**src/rtl/player_2_sync_ctrl.sv**
```systemverilog
// -----------------------------------------------------------------------------
// player_2_sync_ctrl
//
// Builds remote-player position packets from a UART byte stream and checks
// each packet's checksum. Good packets go into shadow registers. The shadow
// values are copied to the sprite renderer only at the rising edge of vertical
// blank, so the sprite never updates mid-frame. A frame counter tracks how
// long the link has been silent and drops player_2_present after
// TIMEOUT_FRAMES frame starts with no commit.
//
// Packet format: HDR, {class,flip,0,x[11:8]}, x[7:0], {4'h0,y[11:8]}, y[7:0],
// then XOR of the four body bytes.
//
// Ports:
//   clk                  in   system/pixel clock
//   rst                  in   asynchronous active-high reset
//   rx_data[7:0]         in   received byte (qualified by rx_valid)
//   rx_valid             in   one-cycle strobe per received byte
//   vblnk                in   vertical blank from the VGA timing chain
//   player_2_x[11:0]     out  committed sprite centre x
//   player_2_y[11:0]     out  committed sprite centre y
//   player_2_flip_h      out  committed horizontal mirror flag
//   player_2_class[1:0]  out  committed character class
//   player_2_data_valid  out  one-cycle pulse per commit
//   player_2_present     out  high while the link is alive
//   pkt_err_cnt[7:0]     out  saturating count of checksum failures
// -----------------------------------------------------------------------------
module player_2_sync_ctrl #(
  parameter int          TIMEOUT_FRAMES = 60,
  parameter logic [7:0]  HDR_BYTE       = 8'hA5
) (
  input  logic        clk,
  input  logic        rst,
  input  logic [7:0]  rx_data,
  input  logic        rx_valid,
  input  logic        vblnk,
  output logic [11:0] player_2_x,
  output logic [11:0] player_2_y,
  output logic        player_2_flip_h,
  output logic [1:0]  player_2_class,
  output logic        player_2_data_valid,
  output logic        player_2_present,
  output logic [7:0]  pkt_err_cnt
);

  // The counter must be able to hold TIMEOUT_FRAMES itself, because it
  // saturates at that value.
  localparam int                CNT_W       = $clog2(TIMEOUT_FRAMES + 1);
  localparam logic [CNT_W-1:0]  TIMEOUT_VAL = CNT_W'(TIMEOUT_FRAMES);

  typedef enum logic [1:0] {
    ST_HUNT = 2'd0,
    ST_BODY = 2'd1,
    ST_CSUM = 2'd2
  } rx_state_t;

  // Running checksum: fold one more byte into the XOR accumulator.
  function automatic logic [7:0] xor_fold(input logic [7:0] acc, input logic [7:0] b);
    xor_fold = acc ^ b;
  endfunction

  // Receive FSM state and byte index
  rx_state_t   state;
  rx_state_t   state_next;
  logic [2:0]  idx;
  logic [2:0]  idx_next;

  // Decoded per-cycle FSM actions
  logic        hdr_seen;
  logic        byte_store;
  logic        pkt_ok;
  logic        pkt_bad;

  // Assembly registers. Only the meaningful fields are kept. The reserved bits
  // still count toward the checksum through csum_acc.
  logic [7:0]  csum_acc;
  logic [1:0]  asm_class;
  logic        asm_flip;
  logic [3:0]  asm_x_hi;
  logic [7:0]  asm_x_lo;
  logic [3:0]  asm_y_hi;
  logic [7:0]  asm_y_lo;

  // Shadow registers holding the latest accepted, not yet committed packet
  logic [11:0] sh_x;
  logic [11:0] sh_y;
  logic        sh_flip;
  logic [1:0]  sh_class;
  logic        pending;

  // Frame-start detection and liveness tracking
  logic              vblnk_q;
  logic              fs;
  logic [CNT_W-1:0]  frame_cnt;
  logic [CNT_W-1:0]  cnt_inc;

  assign fs = vblnk & ~vblnk_q;

  // Next-state and action decode for the receive FSM. It moves only on rx_valid.
  always_comb begin
    state_next = state;
    idx_next   = idx;
    hdr_seen   = 1'b0;
    byte_store = 1'b0;
    pkt_ok     = 1'b0;
    pkt_bad    = 1'b0;
    if (rx_valid) begin
      case (state)
        ST_HUNT: begin
          if (rx_data == HDR_BYTE) begin
            hdr_seen   = 1'b1;
            state_next = ST_BODY;
            idx_next   = 3'd1;
          end else begin
            state_next = ST_HUNT;
          end
        end
        ST_BODY: begin
          // A header value inside the body is ordinary data. The FSM never resyncs mid-packet.
          byte_store = 1'b1;
          if (idx == 3'd4) begin
            state_next = ST_CSUM;
          end else begin
            idx_next = idx + 3'd1;
          end
        end
        ST_CSUM: begin
          state_next = ST_HUNT;
          if (rx_data == csum_acc) begin
            pkt_ok = 1'b1;
          end else begin
            pkt_bad = 1'b1;
          end
        end
        default: begin
          state_next = ST_HUNT;
        end
      endcase
    end else begin
      state_next = state;
    end
  end

  // Saturating increment of the silent-frame counter
  always_comb begin
    if (frame_cnt < TIMEOUT_VAL) begin
      cnt_inc = frame_cnt + CNT_W'(1);
    end else begin
      cnt_inc = frame_cnt;
    end
  end

  // Receive FSM state register
  always_ff @(posedge clk or posedge rst) begin
    if (rst) begin
      state <= ST_HUNT;
      idx   <= 3'd0;
    end else begin
      state <= state_next;
      idx   <= idx_next;
    end
  end

  // Packet assembly and running checksum
  always_ff @(posedge clk or posedge rst) begin
    if (rst) begin
      csum_acc  <= 8'h00;
      asm_class <= 2'd0;
      asm_flip  <= 1'b0;
      asm_x_hi  <= 4'h0;
      asm_x_lo  <= 8'h00;
      asm_y_hi  <= 4'h0;
      asm_y_lo  <= 8'h00;
    end else begin
      if (hdr_seen) begin
        csum_acc <= 8'h00;
      end else if (byte_store) begin
        csum_acc <= xor_fold(csum_acc, rx_data);
      end
      if (byte_store) begin
        case (idx)
          3'd1: begin
            asm_class <= rx_data[7:6];
            asm_flip  <= rx_data[5];
            asm_x_hi  <= rx_data[3:0];
          end
          3'd2: asm_x_lo <= rx_data;
          3'd3: asm_y_hi <= rx_data[3:0];
          3'd4: asm_y_lo <= rx_data;
          default: begin
            asm_y_lo <= asm_y_lo;
          end
        endcase
      end
    end
  end

  // Registered vblnk, used for rising-edge detection
  always_ff @(posedge clk or posedge rst) begin
    if (rst) begin
      vblnk_q <= 1'b0;
    end else begin
      vblnk_q <= vblnk;
    end
  end

  // Shadow load, frame-synchronous commit, liveness and error counting.
  // The commit reads the shadow registers and pending from before this edge.
  // A packet that completes on the same edge therefore loads the shadows and
  // re-arms pending, and it commits at the next frame start.
  always_ff @(posedge clk or posedge rst) begin
    if (rst) begin
      sh_x                <= 12'h000;
      sh_y                <= 12'h000;
      sh_flip             <= 1'b0;
      sh_class            <= 2'd0;
      pending             <= 1'b0;
      frame_cnt           <= '0;
      player_2_x          <= 12'h000;
      player_2_y          <= 12'h000;
      player_2_flip_h     <= 1'b0;
      player_2_class      <= 2'd0;
      player_2_data_valid <= 1'b0;
      player_2_present    <= 1'b0;
      pkt_err_cnt         <= 8'h00;
    end else begin
      player_2_data_valid <= 1'b0;

      if (fs && pending) begin
        player_2_x          <= sh_x;
        player_2_y          <= sh_y;
        player_2_flip_h     <= sh_flip;
        player_2_class      <= sh_class;
        player_2_data_valid <= 1'b1;
        player_2_present    <= 1'b1;
        pending             <= 1'b0;
        frame_cnt           <= '0;
      end else if (fs) begin
        frame_cnt <= cnt_inc;
        if (cnt_inc == TIMEOUT_VAL) begin
          player_2_present <= 1'b0;
        end
      end

      // The last valid packet wins. It may overwrite a packet that is still pending.
      if (pkt_ok) begin
        sh_x     <= {asm_x_hi, asm_x_lo};
        sh_y     <= {asm_y_hi, asm_y_lo};
        sh_flip  <= asm_flip;
        sh_class <= asm_class;
        pending  <= 1'b1;
      end

      if (pkt_bad && (pkt_err_cnt != 8'hFF)) begin
        pkt_err_cnt <= pkt_err_cnt + 8'h01;
      end
    end
  end

endmodule

```
**config.mk**
```make
export PLATFORM = sky130hd
export DESIGN_NAME = player_2_sync_ctrl
export DESIGN_NICKNAME = d
export VERILOG_FILES = /design/src/rtl/player_2_sync_ctrl.sv
export SDC_FILE = /design/constraint.sdc
export NUM_CORES = 1
export LEC_CHECK = 0
export CORE_AREA = 2 2 100 102
export DETAILED_ROUTE_END_ITERATION = 10
export DIE_AREA = 0 0 102 104
export MAX_ROUTING_LAYER = met4
export PLACE_DENSITY_LB_ADDON = 0.25
export SLEW_MARGIN = 20
export SYNTH_ARGS = -nofsm -noshare
export SYNTH_HDL_FRONTEND = slang
export SYNTH_SLANG_ARGS = --single-unit
```
**constraint.sdc**
```tcl
create_clock -name clk -period 5.6 [get_ports clk]
set_input_delay 1.68 -clock clk [delete_from_list [all_inputs] [get_ports clk]]
set_output_delay 1.68 -clock clk [all_outputs]
set_load 0.005 [all_outputs]
```
* Word level (Yosys, flattened, before mapping) *
Cells that the tools add are included.

word-level totals
  flip-flop bits (word level) = 112
  input port bits = 12
  output and inout port bits = 37
  word-level logic and storage cells = 86

cells by class
  add/subtract/negate cells = 3
  order comparisons = 1
  equality and inequality tests = 13
  mux-type cells = 28
  bitwise operators = 3
  reduce and logical (&&, ||, !) cells = 15

operators with widths
  operator                                              count
  two-way mux 1 bit                                     18
  two-way mux 6 bit                                     3
  two-way mux 8 bit                                     2
  AND reduction 2 bit                                   6
  nonzero test 2 bit                                    5
  adder 8 x 1 -> 8 bit (second input constant)          1
  equality test 8 bit                                   1
  equality test 8 bit (second input constant)           1
  != test 8 bit (second input constant)                 1
  bitwise XOR 8 bit                                     1
  adder 6 x 1 -> 6 bit (second input constant)          1
  equality test 3 x 2 -> 1 bit (second input constant)  2
  equality test 6 bit (second input constant)           1
  less-than comparator 6 bit (second input constant)    1
  two-way mux 3 bit                                     2
  != test 2 bit (second input constant)                 3
  case mux 3 bit (2 select lines)                       1
  case mux 2 bit (2 select lines)                       1
  AND reduction 4 bit                                   1
  adder 3 x 1 -> 3 bit (second input constant)          1
  equality test 3 x 1 -> 1 bit (second input constant)  1
  equality test 3 bit (second input constant)           1
  equality test 2 x 1 -> 1 bit (second input constant)  1
  equality test 2 bit (second input constant)           1
  5 further kinds                                       6

* Longest topological paths before layout *
  word-level depth = 6
  mapped depth = 7
  mapped depth without buffers = 7

* Worst setup path after synthesis *
No wires, ideal clock.

  path kind = input-to-reg
  start point = input port rx_data[3]
  end point = register sh_x[0]
  setup time = 0.125 ns
  arrival = 2.903 ns
  data required time = 5.475 ns
  slack = 2.572 ns
  cell stages on the path = 5
  path buffers = 1
  cells stage by stage = xnor2_1 > nand4_1 > nor3_4 > buf_6 > mux2_2

between the ends
  longest elaborated chain between the ends = 4

ends and longest elaborated chain
  element                 RTL line  source
  start: declaration      34        input logic [7:0] rx_data,
  equality test 8 bit     129       if (rx_data == csum_acc) begin
  two-way mux 1 bit       129
  two-way mux 1 bit       108       case (state)
  two-way mux 1 bit       107       if (rx_valid) begin
  end signal: assignment  247       sh_x <= {asm_x_hi, asm_x_lo};
  end: declaration        85        logic [11:0] sh_x;

Every way passes these cells.
A chain may end at the register's enable or synchronous reset.

* Worst setup path in the final report *
  start point = input port rx_data[5]
  end point = register sh_y[5]

between the ends
  longest elaborated chain between the ends = 4

ends and longest elaborated chain
  element                 RTL line  source
  equality test 8 bit     129
  two-way mux 1 bit       129
  two-way mux 1 bit       108
  two-way mux 1 bit       107
  end signal: assignment  248       sh_y <= {asm_y_hi, asm_y_lo};
  end: declaration        86        logic [11:0] sh_y;

Every way passes these cells.

==> impl_metrics.py <==
metrics = {
    "grt": {
        "antenna_found_initial": 0,
        "grt_pass1_vias": 2854,
        "grt_pass1_wl_mm": 14.5,
        "grt_usage": 0.180,
        "grt_overflow": 0,
        "grt_max_degree": 59,
    },
    "pwr": {
        "cell_internal_pwr_mw": 1.25,
        "p_clk_frac": 0.264,
        "vdd_drop_max_mv": 0.154,
        "p_sw_frac": 0.274,
        "p_per_area_nw_per_um2": 316,
        "p_leak_nw": 2.65,
        "combPwrFrac": 0.149,
        "switchingPower_mw": 0.470,
        "seqPwrFrac": 0.587,
    },
    "timing": {
        "maxSlewHeadroom": 0.528,
        "fin_ws_ns": 1.84,
        "rsz0062_at_grt": "no",
        "finalSetupViolCount": 0,
        "fin_crit_sh": 0.672,
        "finalCriticalPeriod_ns": 3.76,
        "fmax_ghz": 0.266,
        "hold_viol": 0,
        "finalMaxSlewViolations": 0,
        "skew_ns": 0.0119,
        "finalSetupTns_ns": 0,
        "worst_slew_pin_slew_ns": 0.708,
    },
    "cts": {
        "worst_skew_pair.late_latency_ns": 0.37,
        "postCtsSetupBuffers": 0,
        "hold_buffers": 0,
        "clk_pin_slew_ns": 0.10,
        "cts_tree": "done",
        "root_buffer": "clkbuf_8",
        "cts_buffers": 9,
        "htree_levels": 3,
        "cts_resized": 0,
        "numClockSinks": 112,
        "cts_buffer_depth": 2,
    },
    "setup_path": {
        "r2r-start": "vblnk_q",
        "critPathLaunch": "rx_data[5]",
        "end_kind": "flip-flop",
        "cp.arrival_ns": 4.01,
        "critical_path.max_fanout": 15,
        "required_ns": 5.85,
        "reg2reg_depth": 5,
        "start_kind": "primary input",
        "critPathKind": "in2reg",
        "timing.rr.end": "player_2_y[11]",
        "ff2ff_setup_slack_ns": 3.30,
    },
    "placement": {
        "placed_cells": 514,
        "dpl.hpwl_mm": 5.73,
        "dp_slack_ns": 1.43,
        "port_buffers": 48,
        "dpl-instance-area_sq_um": 5250,
        "place.gp.congestion": 0.819,
    },
    "drt": {
        "post_drt_wl_per_cell_microns": 15.9,
        "viasPerCell": 5.17,
        "drtPass1Iterations": 4,
        "drtAntennaViolNets": 0,
        "vias": 2739,
        "drt_iter0_markers": 80,
        "drc": 0,
        "wl_mm": 8.43,
    },
    "synthesis": {
        "syn_area_sq_um": 4610,
        "syn_avg_cell_area_sq_um": 13.8,
        "synth-compound-area-share": 0.0364,
        "syn-num-nets": 354,
        "synth_xor_xnor_area_share": 0.0456,
        "synthAdderAreaFrac": 0.0190,
        "yosys_warnings": 0,
        "seq_area_frac_synth": 0.608,
        "synth-edff-count": 0,
        "synth_seq_cells": 112,
        "ys_async_sr_fraction": 1.00,
        "synthMuxAreaShare": 0.200,
        "synth_cell_type_count": 37,
        "synth_top_family_by_area": "multiplexers",
        "synth_top_flop_cell": "dfrtp_1",
        "synth_cells": 335,
        "yosys.area_share.simple": 0.0716,
    },
    "floorplan": {
        "coreArea_sq_um": 9550,
        "num_rows": 36,
        "die_area_sq_um": 10600,
        "io_pins": 49,
        "start_util": 0.483,
        "chipHeight_microns": 104,
        "die_w_microns": 102,
    },
    "cells_and_area": {
        "fin_nets": 411,
        "area_delta_synth_final_pct": 18.0,
        "fillerInstances": 844,
        "n_antenna_cell": 0,
        "fin_area_sq_um": 5440,
        "fin_cells": 530,
        "layout_common_cells": "112 x dfrtp_1, 81 x mux2_2, 48 x clkdlybuf4s50_1",
        "layout_commonest_cell": "dfrtp_1",
        "layout-drive-gt1-share": 0.267,
    },
    "min_path": {
        "min-delay-path-class": "reg2reg",
        "hp-start": "asm_class[0]",
        "hold_end": "sh_class[0]",
        "hold_depth": 1,
    },
    "status": {
        "status": "complete, no violations",
    },
    "flow_run": {
        "maxCapViolCount": 0,
    },
}
[state kept, by name, indices dropped and copies added, names as in the netlist, 2 cells and up]
| register | cells |
|---|---|
| asm_x_lo | 8 |
| pkt_err_cnt | 8 |
| idx | 3 |
| player_2_x | 12 |
| asm_x_hi | 4 |
| sh_class | 2 |
| asm_y_lo | 8 |
| sh_y | 12 |
| frame_cnt | 6 |
| csum_acc | 8 |
| asm_y_hi | 4 |
| sh_x | 12 |
| player_2_y | 12 |
| state | 2 |
| player_2_class | 2 |
| asm_class | 2 |
[cell type report]
cell class | instances | area [sq um] | share of cell area
Clock buffer | 14 | 173 | 0.0317
Clock inverter | 2 | 12.5 | 0.00230
Inverter | 12 | 47.5 | 0.00874
Multi-Input combinational cell | 204 | 1720 | 0.316
Sequential cell | 112 | 2800 | 0.515
Tap cell | 133 | 166 | 0.0306
Timing Repair Buffer | 53 | 518 | 0.0952
[how the worst max path moves through the flow]
stage          slack (ns)                 to  cells past startpoint
2_1_floorplan        0.96       asm_class[0]                      1
6_report             1.84            sh_y[5]                      6
3_3_place_gp         1.46            sh_y[2]                      6
5_1_grt              1.71  player_2_class[1]                      6
3_5_place_dp         1.43            sh_x[6]                      6
4_1_cts              1.81            sh_y[5]                      6
[worst max-delay path: stages]
cell,delay (ns)
clkdlybuf4s50_1,0.64
xnor2_1,0.16
nand4_1,0.19
nor3_4,0.62
buf_4,0.35
mux2_2,0.36
[logic make-up after synthesis]
family,after synthesis
buffers and inverters,19
xor gates and xnor gates,24
adders and majority gates,7
muxes,82
and+or+nand+nor,65
AOI/OAI and AO/OA,26
DFF,112
[stage by stage]
step | hold WS, ns | util | total power [mW]
6_report | 0.502 | 0.570 | 1.72
5_1_grt | 0.527 | 0.570 | 1.83
4_1_cts | 0.508 | 0.570 | 1.74
3_5_place_dp | 0.486 | 0.550 | 1.28
3_3_place_gp | 0.478 | 0.550 | 1.27
2_1_floorplan | 0.454 | - | 1.20
[synthesized netlist by cell type (2+ instances only)]
cell / count / area (sq um)
ha_1: 7 / 87.6
nand4b_1: 2 / 17.5
a31o_2: 3 / 26.3
nand4_1: 4 / 25.0
xor2_1: 14 / 123
dfrtp_1: 112 / 2800
o22ai_1: 2 / 12.5
buf_6: 2 / 22.5
mux2_2: 81 / 912
buf_2: 2 / 10.0
nor3_1: 4 / 20.0
nor2b_1: 2 / 12.5
nand3_1: 3 / 15.0
nor2_1: 13 / 48.8
clkbuf_1: 3 / 11.3
xnor2_1: 10 / 87.6
inv_1: 12 / 45.0
and3_1: 3 / 18.8
nor4b_1: 2 / 17.5
a21oi_1: 7 / 35.0
nand2_1: 23 / 86.3
a21o_1: 2 / 15.0
o21ai_0: 7 / 35.0
nor4_1: 2 / 12.5
[metal layers]
layer	vias to the layer above	track usage	part of all wire
met1	1404	0.244	0.48
li1	1291	-	-
met4	0	0.0419	0.011
met3	8	0.0484	0.030
met5	-	-	0
met2	36	0.273	0.48
[power groups by stage]
| stage | sequential, mW | clock, mW | combinational, mW |
|---|---|---|---|
| 2_1_floorplan | 0.994 | 0 | 0.204 |
| 3_3_place_gp | 1.02 | 0 | 0.251 |
| 3_5_place_dp | 1.02 | 0 | 0.258 |
| 4_1_cts | 1.01 | 0.471 | 0.261 |
| 5_1_grt | 1.02 | 0.509 | 0.299 |
| 6_report | 1.01 | 0.453 | 0.257 |
Note: power is estimated with default switching activity, not from simulation.
